**src/rtl/gin_wr_arbiter.sv**
```systemverilog
// Round-robin arbiter sharing the GIN tags/data FIFO write port among NUM_REQ producers; optional stats via GIN_ARB_STATS_EN.
// Latency: one IDLE arbitration cycle per burst, then one beat per cycle combinationally passed to the FIFOs.
// Backpressure: tags_full or data_full stalls the grantee (req_ready=0, no write); grant is held until last beat or BURST_MAX.
module gin_wr_arbiter #(
    parameter int NUM_REQ       = 3,
    parameter int DATA_WIDTH    = 64,
    parameter int ROW_TAG_WIDTH = 4,
    parameter int COL_TAG_WIDTH = 4,
    parameter int BURST_MAX     = 16
) (
    input  logic                             clk,
    input  logic                             reset,
    input  logic                             arb_enable,
    input  logic [NUM_REQ-1:0]               req_valid,
    input  logic [NUM_REQ-1:0]               req_last,
    input  logic [NUM_REQ*DATA_WIDTH-1:0]    req_data,
    input  logic [NUM_REQ*ROW_TAG_WIDTH-1:0] req_row_tag,
    input  logic [NUM_REQ*COL_TAG_WIDTH-1:0] req_col_tag,
    output logic [NUM_REQ-1:0]               req_ready,
    output logic [DATA_WIDTH-1:0]            data_in,
    output logic [ROW_TAG_WIDTH-1:0]         row_tag,
    output logic [COL_TAG_WIDTH-1:0]         col_tag,
    output logic                             data_wr_en,
    output logic                             tags_wr_en,
    input  logic                             tags_full,
    input  logic                             data_full,
    output logic                             grant_valid,
    output logic [$clog2(NUM_REQ)-1:0]       grant_idx,
`ifdef GIN_ARB_STATS_EN
    output logic [31:0]                      beat_count,
    output logic [31:0]                      stall_count,
`endif
    output logic                             busy
);

    localparam int IDX_W = $clog2(NUM_REQ);
    localparam int CNT_W = $clog2(BURST_MAX + 1);

    typedef enum logic {
        IDLE  = 1'b0,
        GRANT = 1'b1
    } state_t;

    state_t             state_q;
    state_t             state_d;
    logic [IDX_W-1:0]   rr_ptr_q;
    logic [IDX_W-1:0]   grant_idx_q;
    logic [CNT_W-1:0]   beat_cnt_q;
    logic [IDX_W-1:0]   pick_idx;
    logic               pick_vld;
    logic [IDX_W-1:0]   cand;
    logic [IDX_W-1:0]   next_ptr;
    logic               grant_vld;
    logic               xfer;
    logic               burst_end;

    // Rotating-priority search: first valid requester starting at rr_ptr, wrapping modulo NUM_REQ
    always_comb begin
        pick_vld = 1'b0;
        pick_idx = '0;
        cand     = '0;
        for (int k = 0; k < NUM_REQ; k++) begin
            if (int'(rr_ptr_q) + k >= NUM_REQ) begin
                cand = IDX_W'(int'(rr_ptr_q) + k - NUM_REQ);
            end else begin
                cand = IDX_W'(int'(rr_ptr_q) + k);
            end
            if (!pick_vld && req_valid[cand]) begin
                pick_vld = 1'b1;
                pick_idx = cand;
            end
        end
    end

    // Beat transfer path: a write needs the grantee's valid and room in both FIFOs, keeping them aligned
    always_comb begin
        grant_vld = (state_q == GRANT);
        xfer      = grant_vld & req_valid[grant_idx_q] & ~tags_full & ~data_full;
        burst_end = xfer & (req_last[grant_idx_q] | (beat_cnt_q == CNT_W'(BURST_MAX - 1)));
        next_ptr  = (grant_idx_q == IDX_W'(NUM_REQ - 1)) ? '0 : grant_idx_q + IDX_W'(1);

        req_ready              = '0;
        req_ready[grant_idx_q] = xfer;
        data_wr_en             = xfer;
        tags_wr_en             = xfer;

        data_in = '0;
        row_tag = '0;
        col_tag = '0;
        if (grant_vld) begin
            data_in = req_data[grant_idx_q*DATA_WIDTH +: DATA_WIDTH];
            row_tag = req_row_tag[grant_idx_q*ROW_TAG_WIDTH +: ROW_TAG_WIDTH];
            col_tag = req_col_tag[grant_idx_q*COL_TAG_WIDTH +: COL_TAG_WIDTH];
        end
    end

    // FSM next state: IDLE arbitrates, GRANT runs until the burst ends (arb_enable never cuts a burst)
    always_comb begin
        state_d = state_q;
        case (state_q)
            IDLE:    if (arb_enable && pick_vld) state_d = GRANT;
            GRANT:   if (burst_end) state_d = IDLE;
            default: state_d = IDLE;
        endcase
    end

    // FSM state register
    always_ff @(posedge clk or negedge reset) begin
        if (!reset) begin
            state_q <= IDLE;
        end else begin
            state_q <= state_d;
        end
    end

    // Grant index, round-robin pointer and per-burst beat counter
    always_ff @(posedge clk or negedge reset) begin
        if (!reset) begin
            grant_idx_q <= '0;
            rr_ptr_q    <= '0;
            beat_cnt_q  <= '0;
        end else begin
            if (state_q == IDLE && state_d == GRANT) begin
                grant_idx_q <= pick_idx;
            end
            if (burst_end) begin
                beat_cnt_q <= '0;
                rr_ptr_q   <= next_ptr;
            end else if (xfer) begin
                beat_cnt_q <= beat_cnt_q + CNT_W'(1);
            end
        end
    end

`ifdef GIN_ARB_STATS_EN
    // Saturating counters of transferred beats and stalled grant cycles
    always_ff @(posedge clk or negedge reset) begin
        if (!reset) begin
            beat_count  <= '0;
            stall_count <= '0;
        end else begin
            if (xfer && beat_count != 32'hFFFF_FFFF) begin
                beat_count <= beat_count + 32'd1;
            end
            if (grant_vld && !xfer && stall_count != 32'hFFFF_FFFF) begin
                stall_count <= stall_count + 32'd1;
            end
        end
    end
`endif

    assign grant_valid = grant_vld;
    assign grant_idx   = grant_idx_q;
    assign busy        = (state_q != IDLE);

endmodule

```
**config.mk**
```make
export PLATFORM = sky130hd
export DESIGN_NAME = gin_wr_arbiter
export DESIGN_NICKNAME = d
export VERILOG_FILES = /design/src/rtl/gin_wr_arbiter.sv
export SDC_FILE = /design/constraint.sdc
export NUM_CORES = 1
export LEC_CHECK = 0
export ABC_AREA = 1
export ABC_CLOCK_PERIOD_IN_PS = 2570
export CORE_AREA = 2 2 119 121
export CTS_CLUSTER_DIAMETER = 60
export DETAILED_ROUTE_END_ITERATION = 6
export DIE_AREA = 0 0 121 123
export PLACE_DENSITY_LB_ADDON = 0.05
export SYNTH_ARGS = -nofsm -noshare
export SYNTH_HDL_FRONTEND = slang
export SYNTH_SLANG_ARGS = --single-unit
```
**constraint.sdc**
```tcl
create_clock -name clk -period 2.57 [get_ports clk]
set_input_delay 0.3855 -clock clk [delete_from_list [all_inputs] [get_ports clk]]
set_output_delay 0.3855 -clock clk [all_outputs]
set_load 0.01 [all_outputs]
```
Word-level counts from Yosys, hierarchy flattened. Cells that the tools add are included.

Memory bits (writable): 0. Memories kept: 0. Flip-flop bits (word level): 10. Logic and storage cells: 71. Output and inout bits: 81. Memory bits (read-only): 0. Bits of input ports: 227. Bits in latches: 0.

$lt $le $gt $ge: 8. Divide/modulo/power cells: 0. Reduce and logical (&&, ||, !) cells: 8. Shifts and indexed selects: 3. Add/sub/neg operators: 7. Mux-type cells: 30. Equal/unequal tests: 2. Bitwise operators: 9. $mul: 0.

Operator list (count): 192-bit by 9-bit indexed part select with 64-bit output (1); 64-bit 2-to-1 mux (1); 12-bit by 5-bit indexed part select with 4-bit output (2); 2-bit 2-to-1 mux (7); 2-bit by 3-bit < comparator with 1-bit output, second input constant (4); 1-bit 2-to-1 mux (11); 1-bit binary-select mux with 2-bit select (5); 5-bit 2-to-1 mux (2); 4-bit 2-to-1 mux (2); 3-bit by 2-bit greater-or-equal comparator with 1-bit output, second input constant (2); 5-bit by 1-bit adder with 5-bit output, second input constant (1); 5-bit by 4-bit equality test with 1-bit output, second input constant (1); 1-bit logical AND (5); 1-bit AND (4); 2-bit by 1-bit subtractor with 2-bit output, second input constant (2); 2-bit by 1-bit adder with 3-bit output, second input constant (1); 2-bit by 2-bit adder with 3-bit output, second input constant (1); 3-bit AND (1); 1-bit inverter (3); 2-bit by 1-bit adder with 2-bit output, second input constant (1); 1-bit demux with 2-bit select (1); 2-bit equality test, second input constant (1); 2-bit by 1-bit greater-or-equal comparator with 1-bit output, second input constant (1); 2-bit greater-or-equal comparator, second input constant (1); other kinds (5) (6).

Longest topological paths before layout.
Depth in word-level cells: 15. Mapped depth: 12. Depth with buffers taken out: 12.

Least setup slack after synthesis. No wires, ideal clock.

Path type: register -> output. From: register grant_idx_q[0] (netlist: grant_idx[0]). To: output port data_in[20]. Arrival time: 1217 ps. Cell stages (with the launch flop): 8. Slack: 968 ps. Buffers on the path: 2. Required time: 2184 ps. Path through: dfrtp_1 nor2_1 buf_4 buf_6 nand2_1 nand3_1 nand2_1 inv_1.

Cells in the longest elaborated chain, start to end: 2.

Ends and longest elaborated chain: from (decl) (line 47) `logic [IDX_W-1:0] grant_idx_q;`; from (signal assigned) (line 124) `grant_idx_q <= pick_idx;`; 192-bit by 9-bit indexed part select with 64-bit output (line 91) `data_in = req_data[grant_idx_q*DATA_WIDTH +: DATA_WIDTH];`; 64-bit 2-to-1 mux (line 90) `if (grant_vld) begin`; to (decl) (line 20) `output logic [DATA_WIDTH-1:0] data_in,`.

No other way between the ends.

Final worst setup path.
From: register grant_idx_q[1] (netlist: grant_idx[1]). To: output port data_in[51].

The elaborated chain is that of the path after synthesis.

==> results_tabular.tex <==
\begin{tabular}{lr}
\hline
Metric & Value \\
\hline
\multicolumn{2}{l}{\textbf{Timing}} \\
\quad Final clock period utilization by the worst path & 94.7\% \\
\quad Setup TNS Final & 0 ns \\
\quad Worst hold slack across all endpoints & 0.485 ns \\
\quad Slew at the pin closest to its max-slew limit & 0.493 ns \\
\quad Final number of hold-violating endpoints & 0 \\
\quad Final setup vio count & 0 \\
\quad Setup repair after global routing missed its margin & no \\
\quad Tmin final & 2.43 ns \\
\quad Maximum clock rate & 0.411 GHz \\
\quad Worst clock skew on the final layout & 0.00150 ns \\
\quad Slew Limit Fails & 0 \\
\quad Worst-case headroom to the max-slew limit & 67.0\% \\
\multicolumn{2}{l}{\textbf{Detailed routing}} \\
\quad Routed wl met2 & 8320 um \\
\quad Post-route DRC & 0 \\
\quad Vias & 4515 \\
\quad Final ANT Viol Nets & 0 \\
\quad Routed length on met1 & 6110 um \\
\quad Top routing layer in use & met4 \\
\quad Final routed wirelength across all metal layers & 15600 um \\
\quad Wire length per cell after detailed routing & 14.9 um \\
\quad Average vias per placed instance & 4.30 \\
\quad Total iterations of the first detailed-routing run & 4 \\
\quad Violation count after the first detailed-routing iteration & 255 \\
\quad Detailed route wirelength on metal3 & 983 um \\
\multicolumn{2}{l}{\textbf{Yosys}} \\
\quad Synthesized instance count & 581 \\
\quad Yosys warnings & 0 \\
\quad Async set or reset register ratio after synthesis & 100\% \\
\quad Synthesized cell area & 2720 sq um \\
\quad Post-synth EDFFs & 0 \\
\quad Register area share after synthesis & 9.22\% \\
\quad Top flip-flop cell by instance count after synthesis & dfrtp\_1 \\
\quad Count of cell types in the netlist & 27 \\
\quad Register bit count reported by yosys & 10 \\
\quad Average cell area after synthesis & 4.67 sq um \\
\quad Post-synthesis net count & 813 \\
\multicolumn{2}{l}{\textbf{Clocking}} \\
\quad Hold bufs inserted after CTS & 0 \\
\quad Clock latency on the worst-skew pair & 0.24 ns \\
\quad CTS tree & yes \\
\quad Longest Clk Path Bufs & 2 \\
\quad Clk pin slew, worst setup/hold paths & 0.04 ns \\
\quad Num Clock Sinks & 10 \\
\quad Cts bufs inserted & 3 \\
\quad Clock root cell & clkbuf\_16 \\
\quad Clock H-tree levels & 1 \\
\multicolumn{2}{l}{\textbf{Die}} \\
\quad Area of the core & 13600 sq um \\
\quad Ports & 308 \\
\quad Die width & 121 um \\
\quad Die extent in y & 123 um \\
\quad Number of placement rows & 43 \\
\quad Full die area & 14900 sq um \\
\quad Effective utilization at floorplan & 19.9\% \\
\multicolumn{2}{l}{\textbf{GRT}} \\
\quad Antenna violations before repair & 0 \\
\quad Global-route total usage across every layer & 18.5\% \\
\quad Largest net degree at the start of global routing & 65 \\
\quad Overflow left after global routing & 0 \\
\quad Vias in the first global route & 4201 \\
\quad Global-route wire length before repair & 22200 um \\
\multicolumn{2}{l}{\textbf{Min path}} \\
\quad Type of the worst min-delay path & in2async \\
\multicolumn{2}{l}{\textbf{Worst setup path}} \\
\quad Crit path arrival time & 2.05 ns \\
\quad Critical path launch point type & flip-flop \\
\quad Peak fanout along the critical path & 34 \\
\quad Required arrival time at the worst endpoint & 2.18 ns \\
\quad Worst setup path class & reg2out \\
\quad CP endpoint kind & output pin \\
\multicolumn{2}{l}{\textbf{Cells and area}} \\
\quad Final core area utilization & 45.2\% \\
\quad Fraction of layout instances using a drive strength above 1 & 4.13\% \\
\quad Count of antenna diodes in the layout & 0 \\
\quad Number of nets in the finished design & 1104 \\
\quad Final instance count without filler cells & 1051 \\
\quad Area Overhead vs Synth & 127\% \\
\quad Final instance area & 6150 sq um \\
\multicolumn{2}{l}{\textbf{Pwr}} \\
\quad Reported leakage power & 3.12 nW \\
\quad Maximum vdd drop & 0.728 mV \\
\quad Cell Pwr Density & 926 nW/um\^{}2 \\
\multicolumn{2}{l}{\textbf{Job}} \\
\quad Count of max-cap constraint violations & 0 \\
\multicolumn{2}{l}{\textbf{Placed design}} \\
\quad Estimated wirelength of the detail-placed design & 11800 um \\
\quad Port buffer count & 307 \\
\quad Final GP Congestion & 0.823 \\
\quad Post-detailed-placement cell area & 5940 sq um \\
\quad Post-Place Cells & 1042 \\
\multicolumn{2}{l}{\textbf{Run status}} \\
\quad Status & finished clean \\
\hline
\end{tabular}
## flip-flops by register name, summed over array words and instances (netlist names)
name / flops
beat_cnt_q: 5
busy: 1
grant_idx: 2
rr_ptr_q: 2
## metrics by stage
step | power, mW | setup slack, ns
2_1_floorplan | 2.88 | 0.968
3_3_place_gp | 5.14 | 0.198
3_5_place_dp | 5.19 | 0.190
4_1_cts | 5.52 | 0.0512
5_1_grt | 6.26 | 0.0183
6_report | 5.70 | 0.137
## timing repair
item | in CTS | in global routing
setup buffers | 0 | 2
resized for setup | 0 | 5
endpoints found under the setup margin | 0 | 46
## placed cells by master (no fill, tap or decap), drive strengths merged, types with 2 or more instances in the layout
cell type	synthesis	final
nand2	334	334
nor2	8	8
buf	26	10
clkdlybuf4s50	0	306
dfrtp	10	10
ha	5	5
nand3	79	79
nand4	2	2
clkbuf	8	7
a21oi	3	3
inv	91	91
o21ai	8	8
## area by class of cell
type,instances,area [sq um]
Clock buffer,4,88.8
Fill cell,1388,7460
Inverter,92,350
Multi-Input combinational cell,445,1900
Sequential cell,10,254
Tap cell,180,225
Timing Repair Buffer,320,3330
## critical path: stages (launching register included)
cell             delay, ns
dfrtp_2               0.43
inv_2                 0.11
nand2_2               0.07
inv_2                 0.12
buf_12                0.21
nand2_1               0.08
nand3_1               0.07
nand2_1               0.05
inv_1                 0.07
clkdlybuf4s50_1       0.58
## metal layers
layer	GRT usage, %	vias to the layer above
li1	-	2304
met1	21.1	2044
met2	36.4	153
met3	2.91	14
met4	3.20	0
met5	0	-
## final timing paths
check,start,end,slack (ns),cells past startpoint
min,reset,beat_cnt_q[4]$_DFFE_PN0P_,0.48,1
max reg2reg,rr_ptr_q[0]$_DFFE_PN0N_,grant_idx[1]$_DFFE_PN0P_,0.78,11
min reg2reg,beat_cnt_q[0]$_DFFE_PN0P_,beat_cnt_q[0]$_DFFE_PN0P_,0.52,1
max,grant_idx[1]$_DFFE_PN0P_,data_in[51],0.14,9
max in group asynchronous,reset,grant_idx[0]$_DFFE_PN0P_,1.73,1
min in group clk,beat_cnt_q[0]$_DFFE_PN0P_,beat_cnt_q[0]$_DFFE_PN0P_,0.52,1
## logic make-up (layout without fill, tap and decap cells)
group           Yosys count  count (layout)  share of synthesized area [%]
simple gates            426             426                           64.2
buf+inv                 126             416                           21.2
compound gates           12              12                           2.40
flops                    10              10                           9.22
fa+ha+maj                 5               5                           2.30
xor+xnor                  1               1                          0.323
mux                       1               1                          0.369
## synthesized netlist by cell type, types with 2 or more instances
| cell type | n | share of area, % |
|---|---|---|
| a21oi_1 | 2 | 0.37 |
| clkbuf_1 | 8 | 1.1 |
| nand2_1 | 327 | 45 |
| inv_2 | 4 | 0.55 |
| ha_1 | 5 | 2.3 |
| o21ai_1 | 4 | 0.74 |
| nand2_2 | 6 | 1.4 |
| nand4_1 | 2 | 0.46 |
| o21ai_0 | 4 | 0.74 |
| nor2_1 | 6 | 0.83 |
| buf_6 | 9 | 3.7 |
| nand3_1 | 79 | 15 |
| buf_4 | 3 | 0.83 |
| buf_2 | 14 | 2.6 |
| inv_1 | 87 | 12 |
| dfrtp_1 | 10 | 9.2 |
## report_power, final
| part | internal (mW) | switching, mW |
|---|---|---|
| combinational | 2.52 | 2.56 |
| clock | 0.234 | 0.0742 |
| sequential | 0.228 | 0.0785 |
| total | 2.99 | 2.71 |
Power figures use the tool's default switching activity.
